===== src/rtl/fifo_gen_pkg.sv =====
// Shared encodings for the FIFO write generator: host-visible mode codes and FSM states.
package fifo_gen_pkg;

    typedef enum logic [1:0] {
        MODE_OFF    = 2'b00,
        MODE_CONT   = 2'b01,
        MODE_REFILL = 2'b10,
        MODE_BURST  = 2'b11
    } mode_e;

    typedef enum logic [1:0] {
        ST_IDLE  = 2'b00,
        ST_WRITE = 2'b01,
        ST_WAIT  = 2'b10
    } state_e;

endpackage


===== src/rtl/sync_bit.sv =====
// Multi-flop synchroniser for a single level signal crossing into the local clock domain.
module sync_bit #(
    parameter int STAGES = 2
) (
    input  logic clk_i,
    input  logic rst_ni,
    input  logic d_i,
    output logic q_o
);

    logic [STAGES-1:0] sync_q;

    always_ff @(posedge clk_i or negedge rst_ni) begin
        if (!rst_ni) begin
            sync_q <= '0;
        end else begin
            sync_q <= {sync_q[STAGES-2:0], d_i};
        end
    end

    assign q_o = sync_q[STAGES-1];

endmodule


===== src/rtl/fifo_wr_gen.sv =====
// Test-pattern write generator for a FIFO (continuous, refill-on-empty and burst modes).
// Define FIFO_WR_GEN_ERR_EN to add the sticky ovf_err output (write while full).
module fifo_wr_gen
    import fifo_gen_pkg::*;
#(
    parameter int              DW          = 8,
    parameter int              SYNC_STAGES = 2,
    parameter logic [DW-1:0]   MAX_VAL     = {{(DW-1){1'b1}}, 1'b0},
    parameter int              BURST_LEN   = 16
) (
    input  logic          wr_clk,
    input  logic          rst,
    input  logic          enable,
    input  logic [1:0]    mode,
    input  logic          start,
    input  logic          wr_rst_busy,
    input  logic          empty,
    input  logic          almost_full,
    input  logic          full,
    output logic          fifo_wr_en,
    output logic [DW-1:0] fifo_wr_data,
    output logic          busy,
    output logic          burst_done
`ifdef FIFO_WR_GEN_ERR_EN
    ,
    output logic          ovf_err
`endif
);

    localparam int            CW       = $clog2(BURST_LEN + 1);
    localparam logic [CW-1:0] LAST_CNT = CW'(BURST_LEN - 1);

    state_e        state_q;
    mode_e         mode_q;
    logic [CW-1:0] cnt_q;
    logic          wr_en_q;
    logic [DW-1:0] data_q;
    logic          burst_done_q;
    logic          done_pend_q;
    logic          ready_q;
    logic          empty_s;
    logic          launch;
    logic          resume;
    logic [DW-1:0] data_inc;

    sync_bit #(
        .STAGES (SYNC_STAGES)
    ) u_empty_sync (
        .clk_i  (wr_clk),
        .rst_ni (rst),
        .d_i    (empty),
        .q_o    (empty_s)
    );

    // ready_q holds off launch for one cycle after reset release
    always_comb begin
        launch = 1'b0;
        if (ready_q && enable) begin
            case (mode_e'(mode))
                MODE_CONT:   launch = 1'b1;
                MODE_REFILL: launch = empty_s;
                MODE_BURST:  launch = start;
                default:     launch = 1'b0;
            endcase
        end
    end

    assign resume   = !almost_full && ((mode_q != MODE_REFILL) || empty_s);
    assign data_inc = (data_q == MAX_VAL) ? '0 : data_q + 1'b1;

    always_ff @(posedge wr_clk or negedge rst) begin
        if (!rst) begin
            state_q      <= ST_IDLE;
            mode_q       <= MODE_OFF;
            cnt_q        <= '0;
            wr_en_q      <= 1'b0;
            data_q       <= '0;
            burst_done_q <= 1'b0;
            done_pend_q  <= 1'b0;
            ready_q      <= 1'b0;
        end else begin
            ready_q      <= 1'b1;
            wr_en_q      <= 1'b0;
            done_pend_q  <= 1'b0;
            burst_done_q <= done_pend_q;
            if (wr_en_q) begin
                data_q <= data_inc;
            end
            // FIFO write-side reset freezes the sequencer in place
            if (!wr_rst_busy) begin
                case (state_q)
                    ST_IDLE: begin
                        if (launch) begin
                            mode_q  <= mode_e'(mode);
                            state_q <= ST_WRITE;
                            cnt_q   <= '0;
                            if (!almost_full) begin
                                wr_en_q <= 1'b1;
                                cnt_q   <= CW'(1);
                                if (mode_e'(mode) == MODE_BURST && BURST_LEN == 1) begin
                                    state_q     <= ST_IDLE;
                                    done_pend_q <= 1'b1;
                                end
                            end
                        end
                    end
                    ST_WRITE: begin
                        if (!enable) begin
                            state_q      <= ST_IDLE;
                            burst_done_q <= done_pend_q || (mode_q == MODE_BURST);
                        end else if (almost_full) begin
                            state_q <= ST_WAIT;
                        end else begin
                            wr_en_q <= 1'b1;
                            if (mode_q == MODE_BURST) begin
                                cnt_q <= cnt_q + 1'b1;
                                if (cnt_q == LAST_CNT) begin
                                    state_q     <= ST_IDLE;
                                    done_pend_q <= 1'b1;
                                end
                            end
                        end
                    end
                    ST_WAIT: begin
                        if (!enable) begin
                            state_q      <= ST_IDLE;
                            burst_done_q <= done_pend_q || (mode_q == MODE_BURST);
                        end else if (resume) begin
                            state_q <= ST_WRITE;
                        end
                    end
                    default: state_q <= ST_IDLE;
                endcase
            end
        end
    end

    assign fifo_wr_en   = wr_en_q;
    assign fifo_wr_data = data_q;
    assign busy         = (state_q != ST_IDLE);
    assign burst_done   = burst_done_q;

`ifdef FIFO_WR_GEN_ERR_EN
    logic ovf_q;

    always_ff @(posedge wr_clk or negedge rst) begin
        if (!rst) begin
            ovf_q <= 1'b0;
        end else if (full && wr_en_q) begin
            ovf_q <= 1'b1;
        end
    end

    assign ovf_err = ovf_q;
`else
    logic unused_full;
    assign unused_full = full;
`endif

endmodule


===== config.mk =====
export PLATFORM = sky130hd
export DESIGN_NAME = fifo_wr_gen
export DESIGN_NICKNAME = d
export VERILOG_FILES = /design/src/rtl/fifo_gen_pkg.sv /design/src/rtl/sync_bit.sv /design/src/rtl/fifo_wr_gen.sv
export SDC_FILE = /design/constraint.sdc
export NUM_CORES = 1
export LEC_CHECK = 0
export BUFFER_PORTS_ARGS = -buffer_cell sky130_fd_sc_hd__buf_2
export CORE_UTILIZATION = 30
export DETAILED_ROUTE_END_ITERATION = 8
export GPL_ROUTABILITY_DRIVEN = 0
export PLACE_DENSITY = 0.47
export SLEW_MARGIN = 10
export SYNTH_ARGS = -nofsm -noshare
export SYNTH_HDL_FRONTEND = slang
export SYNTH_SLANG_ARGS = --single-unit

===== constraint.sdc =====
create_clock -name wr_clk -period 3.85 [get_ports wr_clk]
set_input_delay 0.385 -clock wr_clk [delete_from_list [all_inputs] [get_ports wr_clk]]
set_output_delay 0.385 -clock wr_clk [all_outputs]
set_load 0.02 [all_outputs]

# Yosys cells after proc, flatten, opt, wreduce, memory -nomap -nowiden
# Cells that the tools add are included.
# op_classes
add_sub_neg,2
eq_ne,16
mux,31
bitwise,1
n_reduce_logical,12
# ops
cell,count
two-way mux 5 bit,4
two-way mux 1 bit,15
two-way mux 2 bit,7
!= test 2 bit (second input constant),5
case mux 5 bit (2 select lines),1
adder 8 x 1 -> 8 bit (second input constant),1
== test 2 bit (second input constant),4
== test 8 bit (second input constant),1
two-way mux 8 bit,1
!= test 4 bit (second input constant),2
case mux 2 bit (3 select lines),1
AND reduction 6 bit,1
adder 5 x 1 -> 5 bit (second input constant),1
== test 5 x 4 -> 1 bit (second input constant),1
AND reduction 5 bit,1
== test 2 x 1 -> 1 bit (second input constant),2
nonzero test 2 bit,2
!= test 3 bit (second input constant),1
case mux 1 bit (3 select lines),1
AND reduction 3 bit,1
logical AND 1 bit,2
logical NOT 2 bit,1
logical OR 1 bit,2
case mux 1 bit (2 select lines),1
other kinds (3),3
# word_totals
reg_bits,23
input_bits,10
output_inout_bits,11
elab_cells,71

# Logic depth before layout (Yosys ltp)
# Gate-level depths: netlist of the first run.
# logic_depth
depth_word,7
depth_mapped,7
depth_no_buf,7

# Cells and area by module
# From an unflattened synthesis of the first run, not the netlist that was laid out.
# hier_totals
hier_cells,126
area_unflattened_um2,1263.7
# by_module_without_submodules
module,instances,cells_per_inst,area_per_inst_um2,seq_area_each_um2
fifo_wr_gen,1,124,1213.7,525.5
sync_bit,1,2,50.0,50.0

# Worst setup path after synthesis of the first run
# OpenSTA, ideal clock, no wires.
# synth_timing
path_type,register -> register
startpoint,reg state_q[0]
endpoint,reg cnt_q[2]
setup_time_ns,0.124
arrival_ns,1.553
required_time_ns,3.726
path_slack_ns,2.173
path_stages_with_launch,8
n_path_buf,0
synth_period_minus_slack_ns,1.677
path_cell_list,dfrtp_1 inv_1 ha_1 inv_1 nor2_1 a41oi_2 or2_1 a211o_1
# synth_via
elab_chain_len,3
elab_cells_between_ends,9
classes_between,eq/ne (5); mux (1); reduce/logical (3)
# synth_rtl
element,line_no,rtl
"start, declared",fifo_wr_gen.sv:33,state_e state_q;
"start signal, assigned",fifo_wr_gen.sv:73,state_q <= ST_IDLE;
"start signal, assigned",fifo_wr_gen.sv:95,state_q <= ST_WRITE;
"start signal, assigned",fifo_wr_gen.sv:101,state_q <= ST_IDLE;
== test 2 x 1 -> 1 bit or logical NOT 2 bit (tied branches),fifo_wr_gen.sv:91,case (state_q)
!= test 2 bit (no source line) or nonzero test 2 bit (tied branches),n/a,
AND reduction 6 bit (no source line),n/a,
"end signal, assigned",fifo_wr_gen.sv:116,cnt_q <= cnt_q + 1'b1;
"end, declared",fifo_wr_gen.sv:35,logic [CW-1:0] cnt_q;
# Parallel ways exist; a longest one is shown, timed or not.
# A chain may end at the register's enable or synchronous reset.

# Worst setup path after layout of the first run
# layout_timing
startpoint,reg state_q[1]
endpoint,reg cnt_q[2]
# The elaborated chain is that of the path after synthesis.

==> results of run 1 <==
==> how the worst max path moves through the flow <==
stage,start,end,slack (ps),cells past startpoint
6_report,state_q[1],cnt_q[2],1780,5
5_1_grt,state_q[1],cnt_q[2],1630,5
4_1_cts,state_q[1],cnt_q[2],1760,5
3_5_place_dp,state_q[1],cnt_q[2],1770,5
3_3_place_gp,state_q[1],cnt_q[2],1800,5
2_1_floorplan,state_q[0],cnt_q[2],2170,7
==> routing by layer <==
layer | up-vias | track usage, % | wire length [um]
met5 | - | 0 | 0
met4 | 0 | 4.79 | 26
met3 | 6 | 1.71 | 117
met2 | 27 | 19.9 | 1170
met1 | 475 | 16.6 | 1170
li1 | 482 | - | -
==> through the flow <==
stage	hold WS, ps	power (mW)
2_1_floorplan	89.4	0.629
3_3_place_gp	332	0.717
3_5_place_dp	342	0.730
4_1_cts	105	0.883
5_1_grt	119	0.938
6_report	94.5	0.867
==> power breakdown <==
group	internal (mW)	switching (mW)	leakage [nW]
Combinational	0.151	0.203	0.335
Sequential	0.298	0.0677	0.293
Clock	0.0721	0.0749	0.0255
==> registers in the layout, summed over array words and instances (netlist names) <==
signal,cells
fifo_wr_data,8
cnt_q,5
mode_q,2
state_q,2
u_empty_sync.sync_q,2
burst_done,1
done_pend_q,1
fifo_wr_en,1
ready_q,1
==> critical path, cell delays in order (launching register included) <==
cell	delay (ps)
sky130_fd_sc_hd__dfrtp_1	410
sky130_fd_sc_hd__inv_1	100
sky130_fd_sc_hd__ha_1	500
sky130_fd_sc_hd__a41oi_2	280
sky130_fd_sc_hd__or2_1	360
sky130_fd_sc_hd__a211o_1	310
==> kinds of logic after synthesis <==
family	synth area share, %
fa+ha+maj	7.88
other cells	0.295
mux	6.60
compound gates	18.1
xor+xnor	0.690
buf+inv	3.25
flops	45.3
simple gates	17.8
==> cells in the final DEF (no fill, tap or decap), types with 3 or more instances in the layout <==
cell type and instances:
sky130_fd_sc_hd__inv_1 6, sky130_fd_sc_hd__nand4_1 3, sky130_fd_sc_hd__a21oi_1 4, sky130_fd_sc_hd__o21ai_0 16, sky130_fd_sc_hd__mux2_2 4, sky130_fd_sc_hd__ha_1 8, sky130_fd_sc_hd__buf_2 19, sky130_fd_sc_hd__clkbuf_8 3
sky130_fd_sc_hd__nand3_1 8, sky130_fd_sc_hd__dfrtp_1 23, sky130_fd_sc_hd__nand2_1 13, sky130_fd_sc_hd__nor2_1 9, sky130_fd_sc_hd__nor3_1 3
==> layout make-up <==
| cell class | count | area (um^2) | share of cell area, % |
|---|---|---|---|
| Clock buffer | 3 | 41.3 | 2.84 |
| Clock inverter | 1 | 5.00 | 0.344 |
| Inverter | 6 | 22.5 | 1.55 |
| Multi-Input combinational cell | 92 | 653 | 44.9 |
| Sequential cell | 23 | 576 | 39.6 |
| Tap cell | 50 | 62.6 | 4.30 |
| Timing Repair Buffer | 19 | 95.1 | 6.53 |
==> impl_metrics.yaml, run 1 <==
logic_synthesis:
  postSynthRegisterBits: 23
  avg_cell_area_syn_um2: 10.2
  yosys-top-cells-area: "sky130_fd_sc_hd__dfrtp_1 (45%), sky130_fd_sc_hd__ha_1 (7.9%), sky130_fd_sc_hd__o21ai_0 (6.3%)"
  yosys_cell_types: 37
  yosysMostFrequentCell: "sky130_fd_sc_hd__dfrtp_1"
  synth_top_area_cell: "sky130_fd_sc_hd__dfrtp_1"
  synth_fp_nets: 143
  ys_async_sr_fraction_pct: 100
  ys_top_cells_by_count: "sky130_fd_sc_hd__dfrtp_1 (23), sky130_fd_sc_hd__o21ai_0 (16), sky130_fd_sc_hd__nand2_1 (13)"
  fraction_of_post_synthesis_cell_area_in_the_top_cell_type_by_area_pct: 45.3
  post_synth_inst_count: 125
  synth-warning-count: 0
  synth_sequential_area_ratio_pct: 45.3
  synth_flop_cell: "sky130_fd_sc_hd__dfrtp_1"
  netlist_area_um2: 1270
  synth_enable_flop_cells: 0
floorplanning:
  chipHeight_um: 67.1
  die-area_um2: 4500
  ioPinCount: 21
  core_area_um2: 4030
  starting_density_pct: 31.5
  row_count: 23
  dieWidth_um: 67.1
run:
  max-cap-violations: 0
timing:
  final_critical_path_setup_slack_ps: 1780
  setup_viol_count_final: 0
  worst_clock_skew_ps: 2.02
  min_cycle_time_layout_ps: 2070
  max-slew-margin-rel_pct: 64.1
  fmax_mhz: 483
  final_max_slew_viol_count: 0
  report.final.hold_viol_count: 0
  period_share_pct: 53.7
  unrepaired_setup_endpoints_after_global_routing: "no"
  tns_ps: 0
  slew_at_the_pin_closest_to_its_max_slew_limit_ps: 539
cts:
  clkTransAtPathRegs_ps: 80
  cts_post_setup_buffers_inserted: 0
  cts_max_path_buffers: 2
  cts_sinks: 23
  cts_tree: "yes"
  post_cts_resize_count: 0
  cts.hold.buffers_added: 0
  tritoncts.num_buffers: 3
  cts.root.buffer_cell: "sky130_fd_sc_hd__clkbuf_8"
  clock_tree.htree_level_count: 1
  clk_latency_ps: 260
setup_path:
  critical_path_arrival_ps: 2220
  cp-start-kind: "register"
  worst-r2r-cell-count: 5
  worst_r2r_startpoint: "state_q[1]"
  worst_r2r_endpoint: "cnt_q[2]"
  setup.worst_path.end_class: "register"
  r2r_setup_slack_ps: 1780
  critPathKind: "register to register"
  crit_path_max_fanout: 14
  critPathRequiredTime_ps: 4000
global_route:
  grt_pass1_vias: 940
  grt.total_usage_pct: 12.4
  grt_first_pass_wirelength_mm: 4.22
  gr-total-overflow: 0
  grt_antenna_before_repair: 0
  pin_count_of_the_biggest_net_entering_global_routing: 24
final_layout:
  final_cell_count_no_fill: 194
  final_nets: 163
  antenna_cells: 0
  final_layout_size_suffix_gt1_share_pct: 24.3
  postLayoutCoreUtil_pct: 36.1
  final_cell_area_um2: 1460
  synthToLayoutAreaGrowth_pct: 14.6
  filler_cell_count_in_the_final_layout: 432
route:
  ant_nets: 0
  routed_wirelength_mm: 2.48
  number_of_design_rule_violations_left_by_the_first_detailed_router_iteration: 23
  remaining_drc_errors: 0
  routedWlPerCell_um: 12.8
  drtPass1Iterations: 4
  post_drt_via_cell_ratio: 5.10
  vias: 990
placed_design:
  place_worst_setup_slack_ps: 1770
  detailed_place.area_um2: 1410
  io_buffers: 19
  place_inst: 190
  hpwl_mm: 1.84
pwr:
  power.density_cell_area_nw_per_um2: 596
  irDropWorstVdd_mv: 0.268
  power.leakage_nw: 0.654
hold_path:
  timing.hold.worst.class: "primary input to async pin"
outcome:
  run_status: "complete, no violations"
Note: power is estimated with default switching activity, not from simulation.
==> run 2, diff against run 1 <==
Clock period 3.85 ns to 2.1 ns, I/O delays scaled along.
==> impl_metrics.yaml, run 2 (same netlist as run 1, synthesis figures left out) <==
setup_path:
  timing.critical_path.slowest_stage_cell: "sky130_fd_sc_hd__dfrtp_1"
  cp-start-kind: "register"
  timing.critical_path.cells: "inv_1 -> ha_1 -> nor2_1 -> a41oi_4 -> a311oi_4 -> mux2_4"
  critPathKind: "register to register"
  worst-r2r-cell-count: 6
  crit_path_max_fanout: 7
  critical_path_arrival_ps: 1960
  critPathRequiredTime_ps: 2250
  max_stage_delay_ps: 400
  setup.worst_path.end_class: "register"
timing:
  fin_hold_ws_ps: 50.7
  unrepaired_setup_endpoints_after_global_routing: "no"
  fmax_mhz: 553
  setup_viol_count_final: 0
  final_critical_path_setup_slack_ps: 292
  report.final.hold_viol_count: 0
  period_share_pct: 86.1
  tns_ps: 0
  min_cycle_time_layout_ps: 1810
  slew_at_the_pin_closest_to_its_max_slew_limit_ps: 519
  max-slew-margin-rel_pct: 65.4
  worst_clock_skew_ps: 1.33
  final_max_slew_viol_count: 0
global_route:
  grt_antenna_before_repair: 0
  grt_first_pass_wirelength_mm: 4.07
  pin_count_of_the_biggest_net_entering_global_routing: 24
  gr-total-overflow: 0
  grt.total_usage_pct: 11.8
  grt_pass1_vias: 907
floorplanning:
  core_area_um2: 4030
  dieWidth_um: 67.1
  row_count: 23
  die-area_um2: 4500
  ioPinCount: 21
  starting_density_pct: 31.5
  chipHeight_um: 67.1
cts:
  clk_latency_ps: 260
  cts.hold.buffers_added: 1
  post_cts_resize_count: 0
  cts_sinks: 23
  clkTransAtPathRegs_ps: 80
  cts.root.buffer_cell: "sky130_fd_sc_hd__clkbuf_8"
  cts_post_setup_buffers_inserted: 0
  clock_tree.htree_level_count: 1
  cts_tree: "yes"
  cts_max_path_buffers: 2
  tritoncts.num_buffers: 3
route:
  routedWlPerCell_um: 12.2
  met2_wirelength_mm: 1.15
  number_of_design_rule_violations_left_by_the_first_detailed_router_iteration: 42
  detail_route.wirelength.met1_mm: 1.15
  met3_wirelength_um: 102
  vias: 968
  ant_nets: 0
  remaining_drc_errors: 0
  routed_wirelength_mm: 2.41
  drtPass1Iterations: 3
  post_drt_via_cell_ratio: 4.91
  top_layer: "met4"
pwr:
  power_frac_clock_pct: 16.9
  irDropWorstVdd_mv: 0.480
  netSwitchingPower_mw: 0.638
  cell_internal_pwr_mw: 0.983
  power.combinational.fraction_pct: 41.9
  power.leakage_nw: 0.668
  power.density_cell_area_nw_per_um2: 1100
  power.switching_fraction_pct: 39.4
  sequentialPowerShare_pct: 41.2
placed_design:
  hpwl_mm: 1.80
  place_worst_setup_slack_ps: 296
  io_buffers: 19
final_layout:
  synthToLayoutAreaGrowth_pct: 16.6
  antenna_cells: 0
  final_nets: 166
  leading_cell_types_in_the_layout_fill_and_taps_excluded: "sky130_fd_sc_hd__dfrtp_1 (23), sky130_fd_sc_hd__buf_2 (19), sky130_fd_sc_hd__o21ai_0 (16)"
  mostFrequentLayoutCell: "sky130_fd_sc_hd__dfrtp_1"
  final_layout_size_suffix_gt1_share_pct: 25.2
  largest_reg_flops: 8
hold_path:
  timing.hold.worst.class: "primary input to register"
  worstHoldPathCells: 1
run:
  max-cap-violations: 0
outcome:
  run_status: "complete, no violations"
-- run 2: path summary, 6_finish.rpt --
check / from / endpoint / slack [ps]
worst min register to register: u_empty_sync.sync_q[0] / u_empty_sync.sync_q[1] / 350
worst min-delay path: empty / u_empty_sync.sync_q[0] / 50
worst max-delay path: state_q[0] / state_q[0] / 290
max in group asynchronous: rst / fifo_wr_data[1] / 1290
min in group asynchronous: rst / state_q[0] / 470
worst max register to register: state_q[0] / state_q[0] / 290
-- run 2: per-stage QoR --
stage,total power [mW],instance area [um^2],cells,util (%)
2_1_floorplan,1.15,1270,125,-
3_3_place_gp,1.35,1420,192,35.3
3_5_place_dp,1.36,1420,192,35.3
4_1_cts,1.64,1480,197,36.7
5_1_grt,1.76,1480,197,36.7
6_report,1.62,1480,197,36.7
-- run 2: power groups by stage --
| stage | Combinational (mW) | Clock (mW) | Sequential [mW] |
|---|---|---|---|
| 2_1_floorplan | 0.480 | 0 | 0.674 |
| 3_3_place_gp | 0.673 | 0 | 0.674 |
| 3_5_place_dp | 0.684 | 0 | 0.675 |
| 4_1_cts | 0.688 | 0.285 | 0.668 |
| 5_1_grt | 0.770 | 0.300 | 0.687 |
| 6_report | 0.679 | 0.273 | 0.669 |
-- run 2: critical path, delay by kind of cell (launching register included) --
family,cells,cell delay [ps]
buffers and inverters,1,80
AO/OA/AOI/OAI,2,440
multiplexers,1,330
flip-flops,1,400
adder cells (fa/ha/maj),1,240
AND/OR/NAND/NOR,1,200
-- run 2: final cells by class --
type	instances	area (um^2)
clock buffers	3	41.3
clock inverters	1	5.00
fillers	409	2550
inverters	6	22.5
multi-input cells	92	653
flip-flops and latches	23	576
well taps	50	62.6
repair buffers	22	120
-- run 2: metal layers --
layer,GRT usage [%],vias to the layer above
met5,0,-
met4,3.99,0
met3,1.54,2
met2,19.3,19
met1,15.9,458
li1,-,489
